**src/rtl/prio_select_n_if.sv**
```systemverilog
// Channel-side and output-side handshake bundle for prio_select_n.
// The arbiter uses the slave view; whoever drives requests and consumes results uses the master view.
interface prio_select_n_if #(
    parameter int WIDTH = 8,
    parameter int N     = 4
);
    localparam int IDW = (N > 2) ? $clog2(N) : 1;

    logic [N-1:0]       in_valid;
    logic [N*WIDTH-1:0] in_data;
    logic [N-1:0]       in_ready;
    logic               out_valid;
    logic [WIDTH-1:0]   out_data;
    logic [IDW-1:0]     out_id;
    logic               out_ready;

    modport master (
        output in_valid, in_data, out_ready,
        input  in_ready, out_valid, out_data, out_id
    );

    modport slave (
        input  in_valid, in_data, out_ready,
        output in_ready, out_valid, out_data, out_id
    );
endinterface

```
**src/rtl/prio_select_n.sv**
```systemverilog
// N-channel arbiter, fixed-priority or round-robin, into a single registered output word.
// Latency: 1 cycle from acceptance to out_valid. Backpressure: an unaccepted output word stalls and blocks every channel.
module prio_select_n #(
    parameter int WIDTH        = 8,
    parameter int N            = 4,
    parameter int ZERO_IS_IDLE = 1
) (
    input  logic            clk,
    input  logic            rst_n,
    input  logic            mode,
    prio_select_n_if.slave  bus
);
    localparam int IDW = (N > 2) ? $clog2(N) : 1;

    logic [N-1:0]     req;
    logic             load;
    logic [IDW-1:0]   fix_win;
    logic [IDW-1:0]   hi_win;
    logic             hi_found;
    logic [IDW-1:0]   win_id;
    logic [WIDTH-1:0] win_data;
    logic [N-1:0]     in_ready_c;

    logic             out_valid_d, out_valid_q;
    logic [WIDTH-1:0] out_data_d,  out_data_q;
    logic [IDW-1:0]   out_id_d,    out_id_q;
    logic [IDW-1:0]   ptr_d,       ptr_q;

    always_comb begin
        req      = '0;
        fix_win  = '0;
        hi_win   = '0;
        hi_found = 1'b0;
        for (int i = 0; i < N; i++) begin
            req[i] = bus.in_valid[i] &&
                     ((ZERO_IS_IDLE == 0) || (bus.in_data[i*WIDTH +: WIDTH] != '0));
        end
        // Round-robin: lowest requester at or above ptr, else wrap to the lowest requester overall.
        for (int i = N - 1; i >= 0; i--) begin
            if (req[i]) begin
                fix_win = IDW'(i);
                if (IDW'(i) >= ptr_q) begin
                    hi_win   = IDW'(i);
                    hi_found = 1'b1;
                end
            end
        end
        win_id = (mode && hi_found) ? hi_win : fix_win;

        win_data = '0;
        for (int i = 0; i < N; i++) begin
            if (win_id == IDW'(i)) begin
                win_data = bus.in_data[i*WIDTH +: WIDTH];
            end
        end

        // Gating on rst_n keeps in_ready quiet while reset is held, independent of the clock.
        load = rst_n && (|req) && (!out_valid_q || bus.out_ready);

        in_ready_c = '0;
        if (load) begin
            in_ready_c[win_id] = 1'b1;
        end
    end

    always_comb begin
        out_valid_d = out_valid_q;
        out_data_d  = out_data_q;
        out_id_d    = out_id_q;
        ptr_d       = ptr_q;
        if (load) begin
            out_valid_d = 1'b1;
            out_data_d  = win_data;
            out_id_d    = win_id;
            if (mode) begin
                ptr_d = (win_id == IDW'(N - 1)) ? '0 : win_id + IDW'(1);
            end
        end else if (bus.out_ready) begin
            out_valid_d = 1'b0;
        end
    end

    always_ff @(posedge clk or negedge rst_n) begin
        if (!rst_n) begin
            out_valid_q <= 1'b0;
            out_data_q  <= '0;
            out_id_q    <= '0;
            ptr_q       <= '0;
        end else begin
            out_valid_q <= out_valid_d;
            out_data_q  <= out_data_d;
            out_id_q    <= out_id_d;
            ptr_q       <= ptr_d;
        end
    end

    assign bus.in_ready  = in_ready_c;
    assign bus.out_valid = out_valid_q;
    assign bus.out_data  = out_data_q;
    assign bus.out_id    = out_id_q;
endmodule
```
**src/flat_wrapper.sv**
```systemverilog
// flat-port wrapper written by rule: the top's interface ports become plain ports
module prio_select_n_flat 
#(
    parameter int WIDTH        = 8,
    parameter int N            = 4,
    parameter int ZERO_IS_IDLE = 1
)
  (clk, rst_n, mode, bus_in_valid, bus_in_data, bus_out_ready, bus_in_ready, bus_out_valid, bus_out_data, bus_out_id);
  prio_select_n_if #(.WIDTH(WIDTH), .N(N)) bus_i ();
  input  logic clk;
  input  logic rst_n;
  input  logic mode;
  input wire logic [$bits(bus_i.in_valid)-1:0] bus_in_valid;
  input wire logic [$bits(bus_i.in_data)-1:0] bus_in_data;
  input wire logic [$bits(bus_i.out_ready)-1:0] bus_out_ready;
  output wire logic [$bits(bus_i.in_ready)-1:0] bus_in_ready;
  output wire logic [$bits(bus_i.out_valid)-1:0] bus_out_valid;
  output wire logic [$bits(bus_i.out_data)-1:0] bus_out_data;
  output wire logic [$bits(bus_i.out_id)-1:0] bus_out_id;
  assign bus_i.in_valid = bus_in_valid;
  assign bus_i.in_data = bus_in_data;
  assign bus_i.out_ready = bus_out_ready;
  assign bus_in_ready = bus_i.in_ready;
  assign bus_out_valid = bus_i.out_valid;
  assign bus_out_data = bus_i.out_data;
  assign bus_out_id = bus_i.out_id;
  prio_select_n #(.WIDTH(WIDTH), .N(N), .ZERO_IS_IDLE(ZERO_IS_IDLE)) u_core (.clk(clk), .rst_n(rst_n), .mode(mode), .bus(bus_i));
endmodule
```
**config.mk**
```make
export PLATFORM = sky130hd
export DESIGN_NAME = prio_select_n_flat
export DESIGN_NICKNAME = d
export VERILOG_FILES = /design/src/rtl/prio_select_n_if.sv /design/src/rtl/prio_select_n.sv /design/src/flat_wrapper.sv
export SDC_FILE = /design/constraint.sdc
export NUM_CORES = 1
export LEC_CHECK = 0
export CORE_MARGIN = 3
export CORE_UTILIZATION = 39
export DETAILED_ROUTE_END_ITERATION = 10
export PLACE_DENSITY_LB_ADDON = 0.2
export SKIP_LAST_GASP = 1
export SYNTH_ARGS = -nofsm -noshare
export SYNTH_HDL_FRONTEND = slang
export SYNTH_SLANG_ARGS = --single-unit
```
**constraint.sdc**
```tcl
create_clock -name clk -period 3.95 [get_ports clk]
set_input_delay 0.79 -clock clk [delete_from_list [all_inputs] [get_ports clk]]
set_output_delay 0.79 -clock clk [all_outputs]
set_load 0.02 [all_outputs]
```
==> metrics.md <==
| Metric | Value |
|---|---|
| Status | completed |
| Data arrival, critical path | 3.08 ns |
| Gp weighted congestion | 0.8377 |
| Worst r2r dst | u_core.bus.out_data[4]$_DFFE_PN0P_ |
| Hold/Removal Path Class | register to register |
| XOR/XNOR Fraction of Synth Area | 0% |
| Sequential share of the synthesized area | 31.21% |
| Synth top area cells | dfrtp_1, a21oi_1, a221oi_1, ha_1, nor2b_1 |
| Reg2Reg Depth | 13 |
| Share of cells above drive strength 1 | 22.84% |
| Largest net degree at the start of global routing | 19 |
| Initial Util | 41.69% |
| # diodes | 0 |
| Unrepaired setup endpoints after global routing | yes |
| GRT Resource Usage Total | 24.70% |
| Setup slack, reg-to-reg | 1.33 ns |
| Via count | 1284 |
| R2r startpoint | u_core.ptr_q[1]$_DFFE_PN0P_ |
| Clock network power share | 11.5% |
| Synth Instances | 123 |
| Crit share post-route | 98.08% |
| Row count | 18 |
| CTS tree | done |
| CP Max Fanout | 4 |
| WHS Path Cells | 1 |
| CTS sink cnt | 13 |
| Synth Cell Area | 1042 um2 |
| Pre-CTS setup slack | -0.3662 ns |
| Routed len/inst | 17.24 um |
| Fmax | 258.1 MHz |
| Slowest CP cell | or4_4 |
| Register share of total power | 28.6% |
| Tmin final | 3.874 ns |
| Number of global-route vias before repair | 1322 |
| Layout fillers | 202 |
| Delay-heaviest family, CP | buffers and inverters |
| Largest family of logic cells by synthesized area | compound AO/OA/AOI/OAI gates |
| Area share of fa/ha/maj cells after synthesis | 4.802% |
| Root Buffer | clkbuf_4 |
| Share of the synthesized area in the top cell type | 31.21% |
| Pint | 0.4290 mW |
| Met3 GRT Util | 3.786% |
| DIE HEIGHT | 57.70 um |
| Most common cell after layout, fill and taps aside | clkdlybuf4s50_1 |
| Initial DRC count | 62 |
| Mux cell area share after synthesis | 3.121% |
| Setup CP Type | input pin to primary output |
| DRT Pass-1 Iters | 4 |
| CP peak stage delay | 0.57 ns |
| Routed vias/inst | 5.656 |
| Post-DP Area | 1738 um2 |
| Leakage power | 0.7451 nW |
| H-Tree Depth | 1 |
| Most frequent cells in the layout | clkdlybuf4s50_1, buf_4, a21oi_1 |
| Final #Nets | 242 |
| Clk_skew | 0.007900 ns |
| IO buf count | 54 |
| Clk_lat worst skew | 0.28 ns |
| Worst Hold End | u_core.bus.out_data[0]$_DFFE_PN0P_ |
| Psw | 0.2905 mW |
| CP Cell Sequence | clkdlybuf4s50_1, or4_4, o211ai_1, a41o_1, a32oi_2, buf_4, ha_1, and2_1, buf_2 |
| Reg clk slew, reported paths | 0.08 ns |
| WP data required | 3.16 ns |
| Power share of the combinational group | 59.8% |
| # setup viols final | 0 |
| Global routing's busiest layer | met2 |
| Max cap viols | 0 |
| Synth Area in Simple Gates | 25.57% |
| Compound-Gate Fraction of Synth Area | 31.09% |
| DPL Wire Length | 3064 um |
| Netlist cell types | 30 |
| Die W | 57.70 um |
| Post-Route WL | 3914 um |
| CP endpoint kind | primary output |
| Buf/Inv on CP | 3 |
| Max-slew violations | 0 |
| Num CTS Buffers | 3 |
| Initial antenna violation count | 0 |
| Worst-margin pin slew | 0.3563 ns |
| M2 GR Usage | 40.97% |
| Die area | 3329 um2 |
| Syn Nets | 167 |
| Power consumption | 0.7195 mW |
| Longest Clk Path Bufs | 2 |
| Slew margin rel. | 76.25% |
| CORE AREA | 2500 um2 |
| Area growth from synthesis to layout | 72.27% |
| Hold Crit Start | u_core.bus.out_data[0]$_DFFE_PN0P_ |
| Routed Antenna Nets | 0 |
| IO Pins | 55 |
| Synth Warn # | 0 |
| P per Cell Area | 400.7 nW/um2 |
| Seq cells post-synth | 13 |
| Global route total overflow | 0 |
| DRC viols | 0 |
| Final hold viol count | 0 |
| Worst vdd ir | 0.3583 mV |
| First-pass GRT wire length | 6251 um |
| Final worst slack | 0.07594 ns |
| Synth area leader | dfrtp_1 |
| Mapped Avg Cell Area | 8.474 um2 |
| Startpoint types | input pin |
| Sw Share | 40.37% |
| Design area | 1795 um2 |
| Met1 Resource Use GR | 32.16% |
-- state kept, by name, summed over array words and instances, names as in the netlist --
signal	count
u_core.bus.out_data	8
u_core.bus.out_id	2
u_core.ptr_q	2
u_core.bus.out_valid	1
-- stage by stage --
| stage | utilization [%] | setup TNS (ns) | hold slack [ns] | std cells |
|---|---|---|---|---|
| after floorplan | - | 0 | 0.4944 | 123 |
| after global placement | 69.52 | -1.239 | 0.4764 | 220 |
| after detailed placement | 69.52 | -1.351 | 0.4915 | 220 |
| after CTS | 72.22 | -0.001109 | 0.5161 | 227 |
| after global routing | 71.82 | -0.004798 | 0.5310 | 227 |
| final | 71.82 | 0 | 0.5154 | 227 |
-- cell usage after synthesis, drive strengths merged --
cell type,instances
o2bb2ai,2
o211ai,4
nand3b,2
and2,5
a32oi,1
ha,4
nand3,1
nor2,9
nor2b,8
clkbuf,4
a41oi,1
o21a,4
mux2,2
o21ai,8
inv,5
nand2,8
a221o,1
or4,8
a221oi,6
dfrtp,13
buf,2
mux2i,1
nor3,6
a21oi,17
a41o,1
-- area by class of cell --
type,instances,area (um2),area share (%)
multi-input combinational,99,698.2,38.89
timing repair buffer,76,688.2,38.33
sequential,13,325.3,18.12
tap,30,37.54,2.091
clock buffer,3,22.52,1.254
inverter,5,18.77,1.045
clock inverter,1,5.005,0.2787
-- worst max-delay path by stage --
stage                         start              end  cells past startpoint
global route        bus_in_data[17]  bus_in_ready[2]                      9
finish              bus_in_data[16]  bus_in_ready[2]                      9
floorplan            bus_in_data[0]  bus_in_ready[3]                      9
CTS                 bus_in_data[28]  bus_in_ready[1]                      9
detailed placement  bus_in_data[12]  bus_in_ready[1]                      9
global placement     bus_in_data[0]  bus_in_ready[3]                      9
-- cell families after synthesis --
family          Yosys count
compound gates           45
flops                    13
simple gates             47
mux                       3
fa+ha+maj                 4
buf+inv                  11
-- power groups by stage --
stage	combinational, mW	clock (mW)	sequential (mW)
finish	0.431	0.0830	0.206
global route	0.466	0.0903	0.211
CTS	0.428	0.0860	0.204
detailed placement	0.417	0	0.206
global placement	0.407	0	0.204
floorplan	0.178	0	0.243
-- metal layers --
metal  vias to the layer above  wire length (um)
met2                        60              1850
li1                        611                 -
met4                         0                79
met5                         -                 0
met1                       604              1694
met3                         9               290
-- timing repair --
item                                    in CTS  in global routing
resized for setup                           14                  9
hold buffers                                 0                  0
setup buffers                                3                  0
endpoints found under the setup margin       4                  4
pin swaps                                    3                  7
hold endpoints to repair                     0                  0
Note: power is estimated with default switching activity, not from simulation.
